**src/rtl/note_div_pkg.sv**
```systemverilog
// Shared definitions for the tone-to-divider arbiter and its serial divider.
package note_div_pkg;

  // Default numerator of the tone-to-divider conversion.
  localparam int unsigned DIVIDEND_DEF = 50_000_000;

  // Default width of each output divider value.
  localparam int OUT_W_DEF = 22;

  // Width of the raw tone frequency inputs.
  localparam int FREQ_W = 32;

  // Quotient bits produced by the default divider: ceil(log2(DIVIDEND+1)).
  localparam int DIV_ITERS = $clog2(64'(DIVIDEND_DEF) + 64'd1);

  // Divider value written for a silent (zero-frequency) channel.
  localparam int SILENCE = 1;

  // Octave select codes; every other code means "normal".
  localparam logic [2:0] OCT_DOWN = 3'd1;
  localparam logic [2:0] OCT_UP   = 3'd3;

  typedef enum logic [1:0] {
    ST_IDLE,
    ST_LOAD,
    ST_DIV,
    ST_WRITE
  } state_t;

  typedef enum logic {
    CH_L = 1'b0,
    CH_R = 1'b1
  } chan_t;

  // Octave-adjusted frequency; the left shift drops bits shifted past bit 31.
  function automatic logic [FREQ_W-1:0] eff_freq(input logic [FREQ_W-1:0] freq,
                                                 input logic [2:0]        octave);
    case (octave)
      OCT_DOWN: return freq >> 1;
      OCT_UP:   return freq << 1;
      default:  return freq;
    endcase
  endfunction

endpackage

```
**src/rtl/serial_divider.sv**
```systemverilog
// Iterative restoring divider: one quotient bit per clock, N bits total.
module serial_divider
  import note_div_pkg::*;
#(
  parameter int N  = DIV_ITERS,
  parameter int DW = FREQ_W
) (
  input  logic          clk,
  input  logic          rst,
  input  logic          start,
  input  logic [N-1:0]  dividend,
  input  logic [DW-1:0] divisor,
  output logic [N-1:0]  quotient,
  output logic          done
);

  localparam int CW = $clog2(N + 1);

  // r_quo starts as the dividend; its MSB feeds the remainder while quotient
  // bits shift in at the LSB, so after N steps it holds the quotient.
  logic [N-1:0]  r_quo;
  logic [DW:0]   r_rem;
  logic [DW-1:0] r_dvs;
  logic [CW-1:0] r_cnt;
  logic          r_done;

  logic [DW+1:0] w_trial;
  logic [DW+1:0] w_sub;
  logic          w_ge;
  logic [DW:0]   w_next_rem;

  // The remainder stays below the divisor, so the trial fits and the top bit
  // of the difference is a clean borrow flag.
  assign w_trial    = {r_rem, r_quo[N-1]};
  assign w_sub      = w_trial - {2'b00, r_dvs};
  assign w_ge       = ~w_sub[DW+1];
  assign w_next_rem = w_ge ? w_sub[DW:0] : w_trial[DW:0];

  // Load on start, then one restoring step per cycle until the count expires.
  always_ff @(posedge clk) begin
    // NOTE: the datapath registers are reset as well so a division cut short
    // by rst leaves no partial quotient behind.
    if (rst) begin
      r_quo  <= '0;
      r_rem  <= '0;
      r_dvs  <= '0;
      r_cnt  <= '0;
      r_done <= 1'b0;
    end else if (start) begin
      r_quo  <= dividend;
      r_rem  <= '0;
      r_dvs  <= divisor;
      r_cnt  <= CW'(N);
      r_done <= 1'b0;
    end else if (r_cnt != '0) begin
      r_quo  <= {r_quo[N-2:0], w_ge};
      r_rem  <= w_next_rem;
      r_cnt  <= r_cnt - 1'b1;
      r_done <= (r_cnt == CW'(1));
    end
  end

  assign quotient = r_quo;
  assign done     = r_done;

endmodule

```
**src/rtl/note_div_arbiter.sv**
```systemverilog
// Converts two tone frequencies into note-generator divider values, sharing a
// single serial divider between the left and right channels.
module note_div_arbiter
  import note_div_pkg::*;
#(
  parameter int unsigned DIVIDEND = DIVIDEND_DEF,
  parameter int          OUT_W    = OUT_W_DEF
) (
  input  logic              clk,
  input  logic              rst,
  input  logic [31:0]       freq_l,
  input  logic [31:0]       freq_r,
  input  logic [2:0]        octave,
  output logic [OUT_W-1:0]  note_div_left,
  output logic [OUT_W-1:0]  note_div_right,
  output logic              busy,
  output logic              upd_l,
  output logic              upd_r
);

  localparam int          DIV_BITS = $clog2(64'(DIVIDEND) + 64'd1);
  localparam int          CNT_W    = $clog2(DIV_BITS);
  localparam logic [63:0] OUT_MAX  = (64'd1 << OUT_W) - 64'd1;

  state_t              r_state;
  chan_t               r_chan;   // channel being served; doubles as last-granted
  logic [CNT_W-1:0]    r_cnt;
  logic                r_zero;
  logic                r_busy;
  logic                r_upd_l;
  logic                r_upd_r;
  logic [OUT_W-1:0]    r_div_l;
  logic [OUT_W-1:0]    r_div_r;
  logic [FREQ_W-1:0]   r_cap_l;
  logic [FREQ_W-1:0]   r_cap_r;
  logic                r_dirty_l;
  logic                r_dirty_r;

  logic [FREQ_W-1:0]   w_eff_l;
  logic [FREQ_W-1:0]   w_eff_r;
  logic [FREQ_W-1:0]   w_sel_eff;
  logic                w_load;
  logic                w_req;
  chan_t               w_grant;
  logic [DIV_BITS-1:0] w_dividend;
  logic [DIV_BITS-1:0] w_quot;
  logic                w_done;
  logic [63:0]         w_quot_ext;
  logic [OUT_W-1:0]    w_result;

  assign w_eff_l    = eff_freq(freq_l, octave);
  assign w_eff_r    = eff_freq(freq_r, octave);
  assign w_sel_eff  = (r_chan == CH_L) ? w_eff_l : w_eff_r;
  assign w_load     = (r_state == ST_LOAD);
  assign w_req      = r_dirty_l | r_dirty_r;
  assign w_dividend = DIV_BITS'(DIVIDEND);

  // Round-robin only matters when both channels are pending.
  assign w_grant = (r_dirty_l && r_dirty_r) ? ((r_chan == CH_R) ? CH_L : CH_R)
                 : (r_dirty_l ? CH_L : CH_R);

  // Silence bypasses the quotient; oversize quotients clamp to the output range.
  assign w_quot_ext = 64'(w_quot);
  assign w_result   = r_zero                 ? OUT_W'(SILENCE)
                    : (w_quot_ext > OUT_MAX) ? OUT_MAX[OUT_W-1:0]
                    :                          w_quot_ext[OUT_W-1:0];

  serial_divider #(
    .N  (DIV_BITS),
    .DW (FREQ_W)
  ) u_div (
    .clk      (clk),
    .rst      (rst),
    .start    (w_load),
    .dividend (w_dividend),
    .divisor  (w_sel_eff),
    .quotient (w_quot),
    .done     (w_done)
  );

  // Track per-channel changes of the effective frequency and capture on LOAD.
  always_ff @(posedge clk) begin
    if (rst) begin
      r_dirty_l <= 1'b1;
      r_dirty_r <= 1'b1;
      r_cap_l   <= '0;
      r_cap_r   <= '0;
    end else begin
      // NOTE: non-blocking assignments keep every register updating from the
      // same pre-edge values; the later clear below overrides the set for the
      // channel being captured.
      r_dirty_l <= r_dirty_l | (w_eff_l != r_cap_l);
      r_dirty_r <= r_dirty_r | (w_eff_r != r_cap_r);
      if (w_load) begin
        if (r_chan == CH_L) begin
          r_cap_l   <= w_eff_l;
          r_dirty_l <= 1'b0;
        end else begin
          r_cap_r   <= w_eff_r;
          r_dirty_r <= 1'b0;
        end
      end
    end
  end

  // Arbitration FSM: grant, load, wait out the division, write the result.
  always_ff @(posedge clk) begin
    if (rst) begin
      r_state <= ST_IDLE;
      r_chan  <= CH_R;
      r_cnt   <= '0;
      r_zero  <= 1'b0;
      r_busy  <= 1'b0;
      r_upd_l <= 1'b0;
      r_upd_r <= 1'b0;
      r_div_l <= OUT_W'(SILENCE);
      r_div_r <= OUT_W'(SILENCE);
    end else begin
      r_upd_l <= 1'b0;
      r_upd_r <= 1'b0;
      case (r_state)
        ST_IDLE: begin
          if (w_req) begin
            r_chan  <= w_grant;
            r_busy  <= 1'b1;
            r_state <= ST_LOAD;
          end
        end
        ST_LOAD: begin
          r_zero  <= (w_sel_eff == '0);
          r_cnt   <= '0;
          r_state <= ST_DIV;
        end
        ST_DIV: begin
          if (r_cnt == CNT_W'(DIV_BITS - 1)) r_state <= ST_WRITE;
          else                               r_cnt   <= r_cnt + 1'b1;
        end
        ST_WRITE: begin
          if (w_done) begin
            if (r_chan == CH_L) begin
              r_div_l <= w_result;
              r_upd_l <= 1'b1;
            end else begin
              r_div_r <= w_result;
              r_upd_r <= 1'b1;
            end
            // Chain straight into the next job so busy never drops between
            // back-to-back requests.
            if (w_req) begin
              r_chan  <= w_grant;
              r_state <= ST_LOAD;
            end else begin
              r_busy  <= 1'b0;
              r_state <= ST_IDLE;
            end
          end
        end
        default: begin
          r_busy  <= 1'b0;
          r_state <= ST_IDLE;
        end
      endcase
    end
  end

  assign note_div_left  = r_div_l;
  assign note_div_right = r_div_r;
  assign busy           = r_busy;
  assign upd_l          = r_upd_l;
  assign upd_r          = r_upd_r;

endmodule

```
**config.mk**
```make
export PLATFORM = sky130hd
export DESIGN_NAME = note_div_arbiter
export DESIGN_NICKNAME = d
export VERILOG_FILES = /design/src/rtl/note_div_pkg.sv /design/src/rtl/serial_divider.sv /design/src/rtl/note_div_arbiter.sv
export SDC_FILE = /design/constraint.sdc
export NUM_CORES = 1
export LEC_CHECK = 0
export CORE_UTILIZATION = 58
export DETAILED_ROUTE_END_ITERATION = 6
export GPL_TIMING_DRIVEN = 0
export HOLD_SLACK_MARGIN = 0.08
export PLACE_DENSITY = 0.8
export SYNTH_ARGS = -nofsm -noshare
export SYNTH_HDL_FRONTEND = slang
export SYNTH_SLANG_ARGS = --single-unit
export TNS_END_PERCENT = 1
```
**constraint.sdc**
```tcl
create_clock -name clk -period 3.65 [get_ports clk]
set_input_delay 1.095 -clock clk [delete_from_list [all_inputs] [get_ports clk]]
set_output_delay 1.095 -clock clk [all_outputs]
set_load 0.05 [all_outputs]
```
-- Yosys cells after proc, flatten, opt, wreduce, memory -nomap -nowiden
Cells that the tools add are included.
- reductions and logical operators: 17
- bitwise operators: 7
- equality and inequality tests: 14
- multiplexer cells: 32
- $add $sub $neg: 3
- magnitude comparators: 1
- operator list (kind ; count):
    $pmux 32 s2 ; 2
    $ne 32x32->1 ; 2
    $mux 26 ; 2
    $mux 22 ; 2
    $sub 34x32->34 ; 1
    $mux 33 ; 1
    $logic_not 32->1 ; 1
    $mux 32 ; 1
    $gt 26x22->1 const B ; 1
    $mux 5 ; 3
    $mux 1 ; 14
    $pmux 5 s2 ; 1
    $reduce_and 3->1 ; 3
    $ne 2x2->1 const B ; 4
    $pmux 2 s4 ; 1
    $reduce_and 2->1 ; 4
    $mux 2 ; 3
    $reduce_bool 2->1 ; 3
    $add 5x1->5 const B ; 1
    $eq 5x1->1 const B ; 1
    $eq 5x5->1 const B ; 1
    $reduce_bool 5->1 ; 1
    $sub 5x1->5 const B ; 1
    $eq 2x2->1 const B ; 2
    other kinds (12) ; 18
- bits in registers: 219
- bits of input ports: 69
- output and inout port bits: 47
- word-level logic and storage cells: 94

-- Depth between registers and ports, before layout
- depth after elaboration: 6
- mapped depth: 14
- mapped depth without buffers: 13

-- By module
A second synthesis with hierarchy kept.
- cell total of the unflattened synthesis: 1832
- area, all modules: 13695.6 um^2
- modules (own cells, without submodules) (module ; seq. area each (um^2) ; cells an instance ; times used ; area an instance (um^2)):
    note_div_arbiter ; 2442.3 ; 1033 ; 1 ; 7582.3
    serial_divider ; 1941.9 ; 799 ; 1 ; 6113.4

-- Worst setup path before layout
No wires, ideal clock.
- kind: input port to flip-flop
- from: input port octave[1]
- to: register r_dirty_l
- data required time: 3.516 ns
- path slack: 0.375 ns
- arrival time: 3.141 ns
- stages on the path: 10
- library setup time: 0.134 ns
- path buffers: 2
- path through: clkbuf_1 buf_1 mux2i_1 nor2_1 a21oi_1 xnor2_1 nor4_1 nand4_1 nor4_1 o21bai_1
- longest elaborated chain between the ends: 6
- elaborated cells on any way between the ends: 7
- those cells by class: eq/ne (3); mux (3); bitwise (1)
- ends and longest elaborated chain (element ; line ; text):
    from (decl) ; note_div_arbiter.sv:13 ; input logic [2:0] octave,
    $eq 3x2->1 / $eq 3x1->1 (equally long branches) ; note_div_pkg.sv:38 ; case (octave)
    $pmux 32 s2 * ; note_div_pkg.sv:38 ;
    $ne 32x32->1 * ; note_div_arbiter.sv:92 ; r_dirty_l <= r_dirty_l | (w_eff_l != r_cap_l);
    $or 1x1->1 * ; note_div_arbiter.sv:92 ;
    $mux 1 ; note_div_arbiter.sv:95 ; if (r_chan == CH_L) begin
    $mux 1 * ; note_div_arbiter.sv:94 ; if (w_load) begin
    to (signal assigned) ; note_div_arbiter.sv:92 ;
    to (decl) ; note_div_arbiter.sv:36 ; logic r_dirty_l;
Mark *: on every way between the ends. The rest lies on a longest branch, timed or not.
A chain may end at the register's enable or synchronous reset.

-- Worst setup path in the final report
- from: input port octave[2]
- to: register r_zero
- longest elaborated chain between the ends: 4
- elaborated cells on any way between the ends: 6
- those cells by class: eq/ne (2); mux (3); reduce/logical (1)
- ends and longest elaborated chain (element ; line ; text):
    $eq 3x2->1 / $eq 3x1->1 (equally long branches) ; note_div_pkg.sv:38 ;
    $pmux 32 s2 ; note_div_pkg.sv:38 ;
    $mux 32 * ; note_div_arbiter.sv:53 ; assign w_sel_eff = (r_chan == CH_L) ? w_eff_l : w_eff_r;
    $logic_not 32->1 * ; note_div_arbiter.sv:130 ; r_zero <= (w_sel_eff == '0);
    to (signal assigned) ; note_div_arbiter.sv:130 ;
    to (decl) ; note_div_arbiter.sv:28 ; logic r_zero;
Marks and branches as above.

==> results.cfg <==
[critical_path]
crit_buf_inv = 3
startpoint_type = primary input
crit_arrival_ns = 4.03
crit-reg2reg-launch = u_div.quotient[25]
r2r_end = u_div.r_rem[32]
crit_chain = clkdlybuf4s50_1 > nand2b_1 > clkbuf_1 > clkbuf_2 > a21oi_1 > nand4_1 > nor4_1 > a21oi_1 > o41ai_1
required_ns = 4.03
critical_path.max_stage_delay_ns = 0.50
r2r_slack_ns = 0.21
cp_slowest_cell = a21oi_1
r2r_cells = 13
cp_top_family = compound AO/OA/AOI/OAI gates
setup.worst_path.class = primary input to register
critPathCaptureType = register
cp_max_fo = 10
critPathMostFrequentCell = a21oi_1

[synth]
postSynthCellCount = 1636
ys_ff_latch = 219
synth.most_common_cell = nor2_1
synth.avg_cell_area_um2 = 7.63
synth_fp_nets = 1747
synth_flop_cell = dfxtp_1
syn_area_um2 = 12500
synth_top_cell_area_share = 0.351
ys_seq_area_frac = 0.351
synthTopCellsByArea = dfxtp_1 35%, a21oi_1 9.6%, nor2_1 8.1%
netlist.top_cell.by_area = dfxtp_1
synth-async-reset-ratio = 0
synth_commonest_cells = 270 x nor2_1, 239 x a21oi_1, 219 x dfxtp_1
yosys_warnings = 0
synth_edf_count = 0
synth_cell_types = 63

[grt]
track_usage = 0.342
grt_pass1_wl_um = 60200
overflow = 0
grt_max_degree = 14
antenna_found_initial = 0
first_global_vias = 11800

[floorplan]
dieArea_um2 = 22100
fp.dieH_um = 149
start_util = 0.592
coreArea_um2 = 21100
row_count = 53
fp.dieW_um = 149
ios = 116

[finish]
fin_util = 0.699
antenna_cells = 0
drive_above_1_share = 0.0587
area_growth_pct = 18.1
fin_cells = 2063
layout.nets = 1885

[min_path]
min_to = note_div_right[6]
hp-class = register to register
whs_path_depth = 2
hp-start = note_div_right[6]

[route]
wl_um = 38000
ant_nets = 0
vias = 12400
wl_per_cell_um = 18.4
firstDrtPassIters = 5
drtIter0Drc = 1094
route.detailed.drc = 0
vias_per_cell = 5.99

[timing]
fmax_ghz = 0.274
hold_violations = 0
finalCritPeriodShare = 1.00
maxSlewHeadroom = 0.282
slew_violations = 0
setup_ws_ns = 0.00105
period_minus_slack_ns = 3.65
finalSetupViolations = 0
worstMarginPinSlew_ns = 1.07
finalClockSkew_ns = 0.0104

[clocking]
cts_root_buf = clkbuf_16
post_cts_resized = 15
cts_setup_buffers = 0
cts-buffers-inserted = 23
clk_pin_slew_worst_paths_ns = 0.06
clockBufferDepth = 3
insertion_delay_ns = 0.51
hold_buffers = 0
htreeDepth = 1
cts_sinks = 219
cts_tree = built

[status]
status = finished clean

[place]
dp.final_hpwl_um = 28900
io_buffers = 113
routabilityCongestion = 1.05
place_ws_ns = -1.14
dp.cells = 2024

[flow_run]
max-cap-violations = 0

[power]
power.density_nw_per_um2 = 845
p_leak_nw = 5.72
finalPower_w = 0.0125
ir_worst_vdd_mv = 0.416
## power breakdown
group	switching, W	internal (W)
registers	0.000371	0.00289
clock network	0.000961	0.00131
logic	0.00420	0.00273
total	0.00553	0.00693
## stage by stage
step | cell area, um^2 | TNS, ns | hold WS [ns]
4_1_cts | 14700 | 0 | 0.458
5_1_grt | 14700 | -0.000107 | 0.476
3_5_place_dp | 14000 | -2.48 | 0.449
3_3_place_gp | 14000 | -2.29 | 0.445
6_report | 14700 | 0 | 0.455
2_1_floorplan | 12500 | 0 | 0.440
## sequential cells by signal, indices dropped and copies added, names as in the netlist
register,cells
u_div.r_rem,33
r_cap_l,32
r_cap_r,32
u_div.r_dvs,32
u_div.quotient,26
note_div_left,22
note_div_right,22
r_cnt,5
u_div.r_cnt,5
r_state,2
busy,1
r_chan,1
r_dirty_l,1
r_dirty_r,1
r_zero,1
u_div.done,1
upd_l,1
upd_r,1
## layout make-up
class | count | area (um^2)
Inverter | 50 | 188
Timing Repair Buffer | 113 | 1130
Buffer | 108 | 468
Multi-Input combinational cell | 1259 | 7520
Clock inverter | 7 | 63.8
Clock buffer | 32 | 649
Fill cell | 1752 | 6340
Tap cell | 275 | 344
Sequential cell | 219 | 4380
## cell families (layout without fill, tap and decap cells)
kind of cell | after synthesis | count (layout) | share of synthesized area
adder cells (fa/ha/maj) | 42 | 42 | 0.0427
flip-flops | 219 | 219 | 0.351
XOR/XNOR | 99 | 99 | 0.0701
AO/OA/AOI/OAI | 421 | 421 | 0.196
AND/OR/NAND/NOR | 581 | 581 | 0.193
buffers and inverters | 158 | 310 | 0.0512
multiplexers | 116 | 116 | 0.0952
## how the worst max path moves through the flow
stage	startpoint	endpoint	depth (start not counted)
3_5_place_dp	octave[2]	r_dirty_l	11
5_1_grt	octave[2]	r_dirty_r	11
3_3_place_gp	octave[2]	r_dirty_l	11
4_1_cts	octave[2]	r_dirty_l	11
2_1_floorplan	octave[1]	r_dirty_l	10
6_report	octave[2]	r_zero	9
## tightest hold or removal path, delay by kind of cell, from the launching register on
kind               cells  cell delay [ns]
DFF                    1             0.31
AOI/OAI and AO/OA      1             0.05
and+or+nand+nor        1             0.05
## per-layer routing
layer / track usage / routed length [um]
met5: 0 / 0
met3: 0.0460 / 2970
met4: 0.181 / 1960
met2: 0.540 / 16700
met1: 0.454 / 16400
## cell usage in the layout, fill, tap and decap left out, types with 6 or more instances in the layout
master,count
a211oi_1,37
a21o_1,12
a21oi_1,228
a21oi_2,11
a31oi_1,21
buf_1,7
buf_2,12
clkbuf_1,81
clkbuf_16,23
clkbuf_2,10
clkdlybuf4s50_1,113
dfxtp_1,219
ha_1,41
inv_1,49
mux2_2,22
mux2i_1,94
nand2_1,208
nand2b_1,10
nand3_1,11
nand4_1,25
nor2_1,270
nor2b_1,6
nor3_1,16
nor4_1,13
o21a_1,6
o21ai_0,54
o21ai_1,6
o21bai_1,8
xnor2_1,58
xor2_1,40
(Power assumes the default switching activity.)
